===== src/rtl/shift_add_mult_ctrl_pkg.sv =====
// Shared definitions for the shift-and-add multiplier: state encoding,
// default operand width and the bit-counter width helper.
package shift_add_mult_ctrl_pkg;

    localparam int DEFAULT_WIDTH = 4;

    typedef enum logic [1:0] {
        ST_IDLE  = 2'd0,
        ST_ADD   = 2'd1,
        ST_SHIFT = 2'd2,
        ST_DONE  = 2'd3
    } state_t;

    // Counter must hold the value WIDTH itself, hence WIDTH+1 codes.
    function automatic int cnt_width(input int width);
        return $clog2(width + 1);
    endfunction

endpackage


===== src/rtl/shift_add_mult_ctrl_addsub.sv =====
// WIDTH-bit adder/subtractor slice: S = A + B (M=0) or A + ~B + 1 (M=1),
// Cout is the carry out of the top bit.
module addsub_slice #(
    parameter int WIDTH = 4
) (
    input  logic [WIDTH-1:0] A,
    input  logic [WIDTH-1:0] B,
    input  logic             M,
    output logic [WIDTH-1:0] S,
    output logic             Cout
);

    logic [WIDTH-1:0] w_b_eff;
    logic [WIDTH:0]   w_sum;

    assign w_b_eff = B ^ {WIDTH{M}};
    assign w_sum   = {1'b0, A} + {1'b0, w_b_eff} + {{WIDTH{1'b0}}, M};
    assign S       = w_sum[WIDTH-1:0];
    assign Cout    = w_sum[WIDTH];

endmodule


===== src/rtl/shift_add_mult_ctrl.sv =====
// ASM shift-and-add multiplier controller with start/busy/done handshake.
// Define SHIFT_ADD_MULT_SIGNED_EN for radix-2 Booth (two's complement) mode.
module shift_add_mult_ctrl
    import shift_add_mult_ctrl_pkg::*;
#(
    parameter int WIDTH = DEFAULT_WIDTH
) (
    input  logic               clk,
    input  logic               rst_n,
    input  logic               start,
    input  logic [WIDTH-1:0]   multiplicand,
    input  logic [WIDTH-1:0]   multiplier,
    output logic [2*WIDTH-1:0] product,
    output logic               busy,
    output logic               done
);

    localparam int CNT_W = cnt_width(WIDTH);

    state_t             r_state, w_state_next;
    logic [WIDTH-1:0]   r_a, w_a_next;
    logic [WIDTH-1:0]   r_q, w_q_next;
    logic [WIDTH-1:0]   r_b, w_b_next;
    logic               r_c, w_c_next;
    logic [CNT_W-1:0]   r_p, w_p_next;
    logic [2*WIDTH-1:0] r_product, w_product_next;

    logic [WIDTH-1:0]   w_s;
    logic               w_cout;
    logic               w_m;
    logic               w_do_add;
    logic               w_add_sign;

`ifdef SHIFT_ADD_MULT_SIGNED_EN
    logic r_qm1, w_qm1_next;

    assign w_m      = r_q[0] & ~r_qm1;
    assign w_do_add = r_q[0] ^ r_qm1;
    // True sign of the (WIDTH+1)-bit sum, so A-B with B = most-negative
    // value still shifts in the right sign bit; C carries it into SHIFT.
    assign w_add_sign = r_a[WIDTH-1] ^ r_b[WIDTH-1] ^ w_m ^ w_cout;
`else
    assign w_m        = 1'b0;
    assign w_do_add   = r_q[0];
    assign w_add_sign = w_cout;
`endif

    addsub_slice #(
        .WIDTH (WIDTH)
    ) u_slice (
        .A    (r_a),
        .B    (r_b),
        .M    (w_m),
        .S    (w_s),
        .Cout (w_cout)
    );

    always_comb begin
        w_state_next   = r_state;
        w_a_next       = r_a;
        w_q_next       = r_q;
        w_b_next       = r_b;
        w_c_next       = r_c;
        w_p_next       = r_p;
        w_product_next = r_product;
`ifdef SHIFT_ADD_MULT_SIGNED_EN
        w_qm1_next     = r_qm1;
`endif
        case (r_state)
            ST_IDLE, ST_DONE: begin
                if (start) begin
                    w_state_next = ST_ADD;
                    w_b_next     = multiplicand;
                    w_q_next     = multiplier;
                    w_a_next     = '0;
                    w_c_next     = 1'b0;
                    w_p_next     = CNT_W'(WIDTH);
`ifdef SHIFT_ADD_MULT_SIGNED_EN
                    w_qm1_next   = 1'b0;
`endif
                end else begin
                    w_state_next = ST_IDLE;
                end
            end
            ST_ADD: begin
                if (w_do_add) begin
                    w_a_next = w_s;
                    w_c_next = w_add_sign;
                end
`ifdef SHIFT_ADD_MULT_SIGNED_EN
                else begin
                    w_c_next = r_a[WIDTH-1];
                end
`endif
                w_p_next     = r_p - CNT_W'(1);
                w_state_next = ST_SHIFT;
            end
            ST_SHIFT: begin
                // C feeds A's top bit: the add carry (unsigned) or the sign (Booth).
                w_a_next = {r_c, r_a[WIDTH-1:1]};
                w_q_next = {r_a[0], r_q[WIDTH-1:1]};
`ifdef SHIFT_ADD_MULT_SIGNED_EN
                w_qm1_next = r_q[0];
`else
                w_c_next   = 1'b0;
`endif
                if (r_p == '0) begin
                    w_state_next   = ST_DONE;
                    w_product_next = {w_a_next, w_q_next};
                end else begin
                    w_state_next = ST_ADD;
                end
            end
            default: w_state_next = ST_IDLE;
        endcase
    end

    always_ff @(posedge clk) begin
        if (!rst_n) begin
            r_state   <= ST_IDLE;
            r_a       <= '0;
            r_q       <= '0;
            r_b       <= '0;
            r_c       <= 1'b0;
            r_p       <= '0;
            r_product <= '0;
`ifdef SHIFT_ADD_MULT_SIGNED_EN
            r_qm1     <= 1'b0;
`endif
        end else begin
            r_state   <= w_state_next;
            r_a       <= w_a_next;
            r_q       <= w_q_next;
            r_b       <= w_b_next;
            r_c       <= w_c_next;
            r_p       <= w_p_next;
            r_product <= w_product_next;
`ifdef SHIFT_ADD_MULT_SIGNED_EN
            r_qm1     <= w_qm1_next;
`endif
        end
    end

    assign product = r_product;
    assign busy    = (r_state == ST_ADD) || (r_state == ST_SHIFT);
    assign done    = (r_state == ST_DONE);

endmodule

===== config.mk =====
export PLATFORM = sky130hd
export DESIGN_NAME = shift_add_mult_ctrl
export DESIGN_NICKNAME = d
export VERILOG_FILES = /design/src/rtl/shift_add_mult_ctrl_pkg.sv /design/src/rtl/shift_add_mult_ctrl_addsub.sv /design/src/rtl/shift_add_mult_ctrl.sv
export SDC_FILE = /design/constraint.sdc
export NUM_CORES = 1
export LEC_CHECK = 0
export BUFFER_PORTS_ARGS = -buffer_cell sky130_fd_sc_hd__buf_2
export CORE_MARGIN = 1
export CORE_UTILIZATION = 49
export CTS_CLUSTER_SIZE = 12
export DETAILED_ROUTE_END_ITERATION = 12
export GPL_TIMING_DRIVEN = 0
export PLACE_DENSITY = 0.83
export SETUP_SLACK_MARGIN = 0.2
export SLEW_MARGIN = 25
export SYNTH_ARGS = -nofsm -noshare
export SYNTH_HDL_FRONTEND = slang
export SYNTH_SLANG_ARGS = --single-unit
export TNS_END_PERCENT = 100

===== constraint.sdc =====
create_clock -name clk -period 4.7 [get_ports clk]
set_clock_uncertainty 0.1 [all_clocks]
set_input_delay 0.94 -clock clk [delete_from_list [all_inputs] [get_ports clk]]
set_output_delay 0.94 -clock clk [all_outputs]
set_load 0.05 [all_outputs]

* Word level (Yosys, flattened, before mapping)
Index checks and enable logic that the tools add are counted.
** Operators by class
- Divide/modulo/power cells :: 0
- Equal/unequal tests :: 5
- Muxes and demuxes :: 13
- $lt $le $gt $ge :: 0
- Reductions and logical operators :: 11
- Shift-type cells :: 0
- Add/sub/neg operators :: 2
- $mul :: 0
- Bitwise operators :: 0
** Operators with widths (number)
- $mux W4 :: 3
- $pmux W4 S3 :: 1
- $reduce_and A2 Y1 :: 5
- $pmux W4 S2 :: 1
- $pmux W2 S3 :: 1
- $pmux W3 S2 :: 1
- $add A4 B4 Y5 :: 1
- $eq A2 B2 Y1 const B :: 2
- $ne A2 B2 Y1 const B :: 2
- $reduce_bool A2 Y1 :: 2
- $logic_not A3 Y1 :: 1
- $mux W1 :: 3
- $mux W3 :: 1
- $pmux W1 S3 :: 1
- $sub A3 B1 Y3 const B :: 1
- $eq A2 B1 Y1 const B :: 1
- $logic_not A2 Y1 :: 1
- $mux W2 :: 1
- $reduce_or A2 Y1 :: 1
- $logic_or A1 B1 Y1 :: 1
** Word-level totals
- Memory bits (read-only) :: 0
- Memory bits (writable) :: 0
- Input port bits :: 11
- Word-level logic and storage cells :: 38
- Register bits after elaboration :: 26
- Output and inout bits :: 10
- Memories :: 0
- Latch bits :: 0

* Depth between registers and ports, before layout
- Word-level depth :: 4
- Mapped depth :: 7
- Depth with buffers taken out :: 7

* By module
A second synthesis with hierarchy kept.
** Second synthesis, totals
- Cells, all modules :: 146
- Area, all modules :: 1382.6 um^2
** By module, submodules not included
- shift_add_mult_ctrl :: seq. area each 520.5 um^2, area an instance 1202.4 um^2, cells each 126, instances 1
- addsub_slice :: seq. area each 0.0 um^2, area an instance 180.2 um^2, cells each 20, instances 1

* Least setup slack after synthesis
No wires, ideal clock.
- Kind :: register to output
- Start point :: reg r_state[0]
- End point :: out busy
- Cell stages (with the launch flop) :: 5
- Path slack :: 2.499 ns
- Required time :: 3.660 ns
- Path buffers :: 1
- Arrival time :: 1.161 ns
- Cell sequence :: dfxtp_1 > inv_1 > ha_1 > buf_6 > inv_1
** Between the ends
- Cells in the longest elaborated chain, start to end :: 2
- Elaborated cells on any way between the ends :: 3
- Those cells by class :: eq/ne: 2; reduce/logical: 1
** RTL lines
- from (decl) :: line shift_add_mult_ctrl.sv:20 : state_t r_state, w_state_next;
- from (signal assigned) :: line shift_add_mult_ctrl.sv:131 : r_state <= w_state_next;
- $eq A2 B1 Y1 or $eq A2 B2 Y1 (tied branches) :: line shift_add_mult_ctrl.sv:145 : assign busy = (r_state == ST_ADD) || (r_state == ST_SHIFT);
- $logic_or A1 B1 Y1 (*) :: line shift_add_mult_ctrl.sv:145
- to (decl) :: line shift_add_mult_ctrl.sv:14 : output logic busy,
Every way passes the cells marked *; elsewhere a longest branch is shown, timed or not.

* Worst setup path in the final report
Same ends and word-level chain as after synthesis.

==> summary.md <==
• outcome: completed
• first-pass iteration count of the detailed router: 4
• post-synth net total: 156
• horizontal extent of the die: 52.9 um
• starting density of the core: 51.6%
• synth-to-layout area growth: 15.0%
• fraction of layout cells with a size suffix above 1: 22.6%
• required time worst endpoint: 3.66 ns
• post-synthesis area per instance: 9.39 um2
• setup repair after global routing missed its margin: false
• fraction of power spent switching nets: 24.3%
• 1st-iter DRT viols: 24
• type of the worst setup path: reg -> out
• wire length on met3: 105 um
• total met2 wirelength after detailed routing: 1190 um
• DR vias/cell: 5.38
• overall track demand over capacity in global routing: 20.7%
• Storage cell area: 520 um2
• cell area after technology mapping: 1270 um2
• Skew-Pair Late Insertion Delay: 0.33 ns
• leading cell type in the layout, fill and taps excluded: sky130_fd_sc_hd__dfxtp_1
• multi-input logic area: 661 um2
• master of the slowest instance on the critical path: sky130_fd_sc_hd__dfxtp_1
• sequential area share after synthesis: 41.1%
• number of placed instances, taps included: 185
• Power Dens Cells: 305 nW/um2
• final cycle utilization of the critical path: 56.2%
• fill cell instance count of the final layout: 214
• antenna violations before repair: 0
• overall die height: 52.9 um
• Worst Hold Class: reg -> reg
• maximum capacitance violations: 0
• maximum fanout encountered on the critical timing path: 10
• final non-filler cell total: 189
• pin count of the biggest net entering global routing: 16
• cell with the most instances on the worst path: sky130_fd_sc_hd__inv_1
• buffer count from post-CTS setup fixing: 0
• number of global-route vias before repair: 980
• Post-Route Utilization: 59.4%
• number of instances on the worst hold path: 2
• net switching power figure: 0.108 mW
• sum of routed wire segments on met1: 1180 um
• critical path arrival: 1.60 ns
• Clock H-tree levels: 1
• number of slew-limit violations in the final report: 0
• number of instances in the synthesized netlist: 135
• transition at the pin with the smallest max-transition slack: 0.476 ns
• total congestion overflow after global routing: 0
• setup violation total in the final timing report: 0
• min cycle time layout: 2.64 ns
• CTS Buffer Depth: 2
• highest metal layer with signal wires: met4
• share of total power in sequential cells: 52.9%
• flip-flop and latch count after synthesis: 26
• DRC violation count after routing: 0
• leakage component of the power: 0.690 nW
• final number of hold-violating endpoints: 0
• commonest cells after routing, fill and taps aside: 26 x sky130_fd_sc_hd__dfxtp_1, 20 x sky130_fd_sc_hd__buf_2, 15 x sky130_fd_sc_hd__nor2_1
• Total Nets Final: 181
• library cells used by synthesis: 31
• HPWL Detailed: 1910 um
• Int Power: 0.336 mW
• post-CTS clock slew at the launch and capture registers of the worst setup and hold paths: 0.15 ns
• Post-CTS Resized: 0
• relative max-transition margin: 68.3%
• Boundary Pins: 21
• TritonCTS clock tree: built
• average wire length per cell after detail routing: 13.3 um
• buffer type at the clock tree root: sky130_fd_sc_hd__clkbuf_4
• largest incremental delay on the critical path: 0.39 ns
• Max Fclk: 378 MHz
• Startpoint Class: flip-flop
• Setup crit end kind: output pin
• GPL Wtd Cong: 0.859
• number of port buffers: 20
• core area: 2450 um2
• Yosys warning count: 0
• clk sink count: 26
• setup TNS after final layout: 0 ns
• wire length reported by the detailed router: 2510 um
• cell count of the worst reg-to-reg path: 7
• count of hold-fix buffers inserted at cts: 0
• worst IR drop on VDD: 0.340 mV
• part of the power in combinational logic: 12.3%
• Hold Slack: 0.369 ns
• CP cell instances: inv_1 -> ha_1 -> buf_6 -> inv_1 -> buf_2
• Inserted Clock Buffers: 3
• number of antenna repair diodes: 0
• total via count after detailed routing: 1017
• floorplan die area: 2790 um2
• fraction of power consumed by the clock network: 34.8%
• Cell Rows: 18
• remaining number of nets flagged by the antenna check after routing: 0
• first-pass GRT wire length: 4150 um
## worst max-delay path: cells and delay by family (launching register included)
family / cells / cell delay, ns
buf+inv: 4 / 0.58
flops: 1 / 0.39
fa+ha+maj: 1 / 0.29
## cell usage after synthesis
master	n	area (um2)
sky130_fd_sc_hd__ha_1	9	113
sky130_fd_sc_hd__o21a_4	1	15.0
sky130_fd_sc_hd__o21ai_4	1	16.3
sky130_fd_sc_hd__inv_2	3	11.3
sky130_fd_sc_hd__nand4_1	1	6.26
sky130_fd_sc_hd__nor2_1	15	56.3
sky130_fd_sc_hd__buf_4	1	7.51
sky130_fd_sc_hd__fa_1	1	20.0
sky130_fd_sc_hd__a21o_1	2	15.0
sky130_fd_sc_hd__nand3b_1	1	7.51
sky130_fd_sc_hd__nand2_2	1	6.26
sky130_fd_sc_hd__dfxtp_1	26	521
sky130_fd_sc_hd__inv_1	10	37.5
sky130_fd_sc_hd__nand2_1	9	33.8
sky130_fd_sc_hd__o41ai_2	1	16.3
sky130_fd_sc_hd__a22oi_1	3	22.5
sky130_fd_sc_hd__nand2b_4	1	13.8
sky130_fd_sc_hd__a221oi_1	1	8.76
sky130_fd_sc_hd__buf_6	2	22.5
sky130_fd_sc_hd__mux2i_1	12	120
sky130_fd_sc_hd__o21ai_2	1	8.76
sky130_fd_sc_hd__clkbuf_1	2	7.51
sky130_fd_sc_hd__xor2_1	2	17.5
sky130_fd_sc_hd__a21oi_1	8	40.0
sky130_fd_sc_hd__nand3_1	8	40.0
sky130_fd_sc_hd__a211oi_1	5	37.5
sky130_fd_sc_hd__and2_1	1	6.26
sky130_fd_sc_hd__o21ai_1	1	5.00
sky130_fd_sc_hd__o22ai_1	1	6.26
sky130_fd_sc_hd__a32oi_1	1	8.76
sky130_fd_sc_hd__o21ai_0	4	20.0
## power by group through the flow
stage          Sequential, mW  Clock [mW]  Combinational, mW
6_report                0.235       0.155             0.0546
5_1_grt                 0.236       0.168             0.0615
4_1_cts                 0.235       0.156             0.0551
3_5_place_dp            0.240           0             0.0548
3_3_place_gp            0.239           0             0.0520
2_1_floorplan           0.238           0             0.0401
## path summary, 6_finish.rpt
check,startpoint,endpoint,slack (ns)
setup / recovery,r_state[0],busy,2.06
hold / removal,r_p[1],r_p[1],0.37
setup reg to reg,r_a[0],r_a[2],2.94
hold reg to reg,r_p[1],r_p[1],0.37
## flip-flops by register name, indices dropped and copies added, names as in the netlist
name     count
r_p          3
r_a          4
r_c          1
r_q          4
product      8
r_state      2
r_b          4
## cell type report
class	instances	share of cell area [%]
well taps	30	2.58
repair buffers	20	6.87
flip-flops and latches	26	35.7
inverters	13	3.35
plain buffers	5	2.58
clock inverters	1	2.06
clock buffers	3	1.55
multi-input cells	91	45.3
## through the flow
step,setup WS (ns),power (mW),area (um2)
global route,1.97,0.465,1460
detailed placement,2.44,0.295,1410
CTS,2.05,0.446,1460
global placement,2.46,0.291,1410
floorplan,2.50,0.279,1270
finish,2.06,0.444,1460
## cell families after synthesis
group | count (synthesis) | share of synthesized area [%]
compound gates | 30 | 17.4
simple gates | 37 | 13.4
mux | 12 | 9.48
fa+ha+maj | 10 | 10.5
xor+xnor | 2 | 1.38
buf+inv | 18 | 6.81
flops | 26 | 41.1
## metal layers
metal / up-vias / GRT usage, %
li1: 512 / -
met1: 476 / 25.1
met2: 25 / 34.0
met3: 4 / 6.32
met4: 0 / 7.46
met5: - / 0
Power figures use the tool's default switching activity.
